<file path="src/rtl/sram_port_arbiter.sv">
// sram_port_arbiter: shares one single-port SRAM between fetch and data requesters.
//   Fixed data priority, with a starvation guard that lets fetch win after
//   MAX_STARVE consecutive lost cycles. Responses return one cycle after
//   acceptance and go to the requester that issued the access.
// Ports:
//   clk, reset          clock, asynchronous active-high reset
//   inst_*              fetch request (req/addr) and response (addr_ok/data_ok/rdata)
//   data_*              data request (req/wr/wstrb/addr/wdata) and response
//   sram_*              SRAM drive (en/we/addr/wdata) and read data return
module sram_port_arbiter #(
    parameter int ADDR_W     = 32,
    parameter int DATA_W     = 32,
    parameter int MAX_STARVE = 4
) (
    input  logic                clk,
    input  logic                reset,
    input  logic                inst_req,
    input  logic [ADDR_W-1:0]   inst_addr,
    output logic                inst_addr_ok,
    output logic                inst_data_ok,
    output logic [DATA_W-1:0]   inst_rdata,
    input  logic                data_req,
    input  logic                data_wr,
    input  logic [DATA_W/8-1:0] data_wstrb,
    input  logic [ADDR_W-1:0]   data_addr,
    input  logic [DATA_W-1:0]   data_wdata,
    output logic                data_addr_ok,
    output logic                data_data_ok,
    output logic [DATA_W-1:0]   data_rdata,
    output logic                sram_en,
    output logic [DATA_W/8-1:0] sram_we,
    output logic [ADDR_W-1:0]   sram_addr,
    output logic [DATA_W-1:0]   sram_wdata,
    input  logic [DATA_W-1:0]   sram_rdata
);
    typedef enum logic [1:0] {NONE = 2'd0, INST = 2'd1, DATA = 2'd2} owner_t;
    owner_t     owner, owner_nxt;
    logic [3:0] starve_cnt, starve_nxt;
    logic       inst_win, data_win, starved;
    always_ff @(posedge clk or posedge reset) begin
        if (reset) begin
            owner      <= NONE;
            starve_cnt <= '0;
        end else begin
            owner      <= owner_nxt;
            starve_cnt <= starve_nxt;
        end
    end
    always_comb begin
        starved    = starve_cnt == 4'(MAX_STARVE);
        inst_win   = ~reset & inst_req & (~data_req | starved);
        data_win   = ~reset & data_req & ~inst_win;
        owner_nxt  = inst_win ? INST : data_win ? DATA : NONE;
        // A waiting fetch only loses to a data grant, so counting data wins
        // while fetch is pending counts exactly the cycles fetch lost.
        starve_nxt = (inst_win | ~inst_req) ? 4'd0
                   : (data_win & ~starved) ? starve_cnt + 4'd1 : starve_cnt;
    end
    assign inst_addr_ok = inst_win;
    assign data_addr_ok = data_win;
    assign sram_en      = inst_win | data_win;
    assign sram_we      = (data_win & data_wr) ? data_wstrb : '0;
    assign sram_addr    = inst_win ? inst_addr : data_addr;
    assign sram_wdata   = data_wdata;
    assign inst_data_ok = ~reset & (owner == INST);
    assign data_data_ok = ~reset & (owner == DATA);
    assign inst_rdata   = sram_rdata;
    assign data_rdata   = sram_rdata;
endmodule

</file>
<file path="config.mk">
export PLATFORM = sky130hd
export DESIGN_NAME = sram_port_arbiter
export DESIGN_NICKNAME = d
export VERILOG_FILES = /design/src/rtl/sram_port_arbiter.sv
export SDC_FILE = /design/constraint.sdc
export NUM_CORES = 1
export LEC_CHECK = 0
export ABC_AREA = 0
export BUFFER_PORTS_ARGS = -buffer_cell sky130_fd_sc_hd__buf_2
export CORE_AREA = 2 2 105 107
export CTS_BUF_LIST = sky130_fd_sc_hd__clkbuf_16
export DETAILED_ROUTE_END_ITERATION = 12
export DIE_AREA = 0 0 107 109
export SETUP_SLACK_MARGIN = 0.4
export SLEW_MARGIN = 15
export SYNTH_ARGS = -nofsm -noshare
export SYNTH_HDL_FRONTEND = slang
export SYNTH_SLANG_ARGS = --single-unit
</file>
<file path="constraint.sdc">
create_clock -name clk -period 2.1 [get_ports clk]
set_input_delay 0.525 -clock clk [delete_from_list [all_inputs] [get_ports clk]]
set_output_delay 0.525 -clock clk [all_outputs]
set_load 0.02 [all_outputs]
</file>
# Yosys cells after proc, flatten, opt, wreduce, memory -nomap -nowiden
# Index checks and enable logic that the tools add are counted.
[word_totals] regBits=6 in_bits=137 output_inout_bits=137 word_cells=29
[op_classes] addsub=1 n_eq_ne=3 muxes=6 n_bitwise=16 reduce_logical=1
[ops] cell="two-way mux 32 bit" n=1
[ops] cell="two-way mux 4 bit" n=3
[ops] cell="AND 1 bit" n=8
[ops] cell="NOT 1 bit" n=5
[ops] cell="adder 4 x 1 -> 4 bit (second input constant)" n=1
[ops] cell="== test 4 x 3 -> 1 bit (second input constant)" n=1
[ops] cell="two-way mux 2 bit" n=2
[ops] cell="OR 1 bit" n=3
[ops] cell="== test 2 x 1 -> 1 bit (second input constant)" n=1
[ops] cell="== test 2 bit (second input constant)" n=1
[ops] cell="nonzero test 2 bit" n=1

# Depth between registers and ports, before layout
[logic_depth] depth_word=8 mapped_depth=6

# Worst setup path before layout
# No wires, ideal clock.
[synth_timing] kind="register -> output" startpoint="register starve_cnt[0]" endpoint="output sram_addr[21]" arrival_ns=1.600 setup_slack_ns=-0.025 stages_incl_launch_ff=7 n_path_buf=1 cell_sequence="dfrtp_1 > inv_1 > ha_1 > nand3b_4 > a21oi_4 > buf_6 > mux2_2"
[synth_via] elab_chain_len=4
[synth_lines] item="start, declared" line="38" text="logic [3:0] starve_cnt, starve_nxt;"
[synth_lines] item="start signal, assigned" line="46" text="starve_cnt <= starve_nxt;"
[synth_lines] item="== test 4 x 3 -> 1 bit" line="50" text="starved = starve_cnt == 4'(MAX_STARVE);"
[synth_lines] item="OR 1 bit" line="51" text="inst_win = ~reset & inst_req & (~data_req | starved);"
[synth_lines] item="AND 1 bit" line="51"
[synth_lines] item="net inst_addr_ok" line="19" text="output logic inst_addr_ok,"
[synth_lines] item="two-way mux 32 bit" line="63" text="assign sram_addr = inst_win ? inst_addr : data_addr;"
[synth_lines] item="end, declared" line="32" text="output logic [ADDR_W-1:0] sram_addr,"
# The timed path passes the listed nets, and every way through them passes these cells.

# Worst setup path in the final report
[layout_timing] startpoint="register starve_cnt[0]" endpoint="output sram_addr[24]"
[layout_via] elab_chain_len=4
[layout_lines] item="== test 4 x 3 -> 1 bit" line="50"
[layout_lines] item="OR 1 bit" line="51"
[layout_lines] item="AND 1 bit" line="51"
[layout_lines] item="two-way mux 32 bit" line="63"
# Every way passes these cells.

==> run_results.csv <==
group,metric,value,unit
die,die_x,107,um
layout,drive_above_1_share,87.9,%
placement,dp_hpwl,3420,um
timing,rsz0062_at_grt,"yes",
placement,place_ws,-174,ps
setup_path,critPathArrivalTime,1930,ps
cts,cts-hold-fix-buffers,0,
timing,final-hold-violation-count,0,
cts,cts_tree,"done",
synth,yosysMostFrequentCell,"buf_4",
cts,path_clk_slew,30,ps
timing,setup_viol,38,
synth,yosys.area.top_type_share,47.4,%
global_route,grt_use_total,7.58,%
global_route,overflow,0,
synth,synthTopCellsByArea,"buf_4 (47%), mux2_2 (24%), dfrtp_1 (9.9%)",
placement,place_congestion,0.645,
synth,ys_ff_latch,6,
cts,clk_latency,230,ps
global_route,grt_pass1_wl,6470,um
cts,ctsRootBufferMaster,"clkbuf_16",
die,die_area,0.0117,mm2
synth,ys_seq_area_share,9.87,%
run,max-cap-violations,0,
die,ioPinCount,274,
cts,cts.sinks,6,
cts,clockBufferDepth,2,
timing,fin_ws,-354,ps
run_status,violations,"setup timing",
setup_path,path_cells,"inv_2 -> ha_4 -> nand3b_4 -> a21oi_4 -> buf_12 -> buf_16 -> buf_12 -> mux2_4 -> buf_6",
global_route,grt_max_degree,10,
global_route,antenna_found_initial,0,
setup_path,critPathMaxFanout,8,
synth,yosysWarnings,0,
die,die_y,109,um
detailed_routing,route.detailed.drc,0,
min_path,hold_class,"in2async",
timing,period_share,117,%
setup_path,crit_path_max_incr_delay,390,ps
setup_path,critPathRequiredTime,1570,ps
timing,max_slew_margin,82.4,%
setup_path,worst_setup_path_start_kind,"register",
detailed_routing,antenna_left,0,
pwr,ir_drop,0.450,mV
detailed_routing,firstDrtPassIters,4,
synth,netlist_top_cells_count,"buf_4 (96), mux2_2 (32), dfrtp_1 (6)",
detailed_routing,wire_per_inst,14.4,um
global_route,grt_pass1_vias,1250,
synth,async_flop_share,100,%
synth,syn_area,0.00152,mm2
die,rows,38,
synth,syn_inst,172,
cts,htree_levels,1,
synth,avgSynthCellArea,8.85,um2
setup_path,crit_type,"reg2out",
placement,io_buffers,113,
synth,synth-edff-count,0,
layout,synthToLayoutAreaGrowth,51.6,%
detailed_routing,wl,5090,um
detailed_routing,num_vias,1256,
setup_path,cp_slowest_cell,"dfrtp_1",
timing,period_minus_slack,2450,ps
synth,ys_types,22,
setup_path,end_kind,"primary output",
pwr,leakagePower,1.14,nW
timing,whs,454,ps
setup_path,critPathBufInv,5,
timing,finClkSkew,1.06,ps
cts,numCtsBuffers,3,
setup_path,cpLargestDelayFamily,"buffers and inverters",
die,initial_core_util,14.3,%
timing,fmax,407,MHz
timing,slew_viol_final,0,
synth,synth_flop_cell,"dfrtp_1",
detailed_routing,via_per_inst,3.55,
run_status,outcome,"finished with violations",
pwr,power_density,376,mW/mm2
layout,diodes,0,
layout,nets,355,
setup_path,cpMostUsedCell,"buf_12",
timing,tightest_slew,261,ps
synth,netlist.top_cell.by_area,"buf_4",
detailed_routing,drtIter0Drc,18,
synth,syn_nets,311,
die,core,0.0106,mm2
## kinds of logic after synthesis
group | after synthesis | share of synthesized area [%]
buf+inv | 105 | 51.6
compound gates | 7 | 3.62
simple gates | 20 | 9.54
flops | 6 | 9.87
mux | 32 | 23.7
fa+ha+maj | 2 | 1.64
## worst min-delay path, delay by kind of cell
| kind | cells | cell delay (ps) |
|---|---|---|
| buf+inv | 4 | 490 |
## stage by stage
step | utilization (%) | instances | power [mW] | instance area [um2] | setup TNS (ps)
final | 21.8 | 354 | 0.868 | 2310 | -11370
after floorplan | - | 172 | 0.572 | 1640 | 0
after CTS | 20.8 | 348 | 0.857 | 2210 | -11380
after global routing | 21.8 | 354 | 0.904 | 2310 | -12830
after global placement | 15.9 | 333 | 0.432 | 1680 | -3240
after detailed placement | 15.9 | 333 | 0.437 | 1680 | -4240
## cell type report
cell class / count / area [um2]
fillers: 1166 / 8300
repair buffers: 140 / 1140
multi-input cells: 61 / 752
well taps: 140 / 175
flip-flops and latches: 6 / 150
clock buffers: 3 / 75.1
inverters: 4 / 15.0
## per-layer routing
layer	routed length, um	GRT usage, %	up-vias
met5	0	0	-
met4	143	4.55	0
met3	464	2.57	30
met2	2830	14.6	91
met1	1640	6.79	574
li1	-	-	561
## cells in the final DEF (no fill, tap or decap), types with 3 or more instances in the layout
cell type,count
buf_6,41
buf_12,5
mux2_4,31
buf_2,74
and3_4,4
buf_4,17
clkbuf_16,4
a21oi_1,4
nand4_1,3
dfrtp_1,6
## power breakdown
part / leakage (nW) / switching, mW / internal (mW) / total [mW]
Sequential: 0.0816 / 0.00261 / 0.120 / 0.122
Clock: 0.0370 / 0.0674 / 0.245 / 0.312
Combinational: 1.02 / 0.178 / 0.256 / 0.434
## final timing paths
| check | start | to | slack, ps | depth (start not counted) |
|---|---|---|---|---|
| setup / recovery | starve_cnt[0]$_DFFE_PP0P_ | sram_addr[24] | -350 | 9 |
| hold / removal | reset | starve_cnt[3]$_DFFE_PP0P_ | 450 | 4 |
| setup reg to reg | starve_cnt[0]$_DFFE_PP0P_ | owner[1]$_DFF_PP0_ | 520 | 8 |
| hold reg to reg | starve_cnt[3]$_DFFE_PP0P_ | starve_cnt[3]$_DFFE_PP0P_ | 590 | 1 |
| max in group asynchronous | reset | owner[0]$_DFF_PP0_ | 1520 | 4 |
| min in group clk | starve_cnt[3]$_DFFE_PP0P_ | starve_cnt[3]$_DFFE_PP0P_ | 590 | 1 |
## sequential cells by signal, indices dropped and copies added, names as in the netlist
signal and cells:
owner 2, starve_cnt 4
## what timing repair did
item,CTS,global route
setup endpoints to repair,39,41
resized for setup,86,10
pin swaps,2,7
cloned,2,1
setup buffers,10,5
Power figures use the tool's default switching activity.
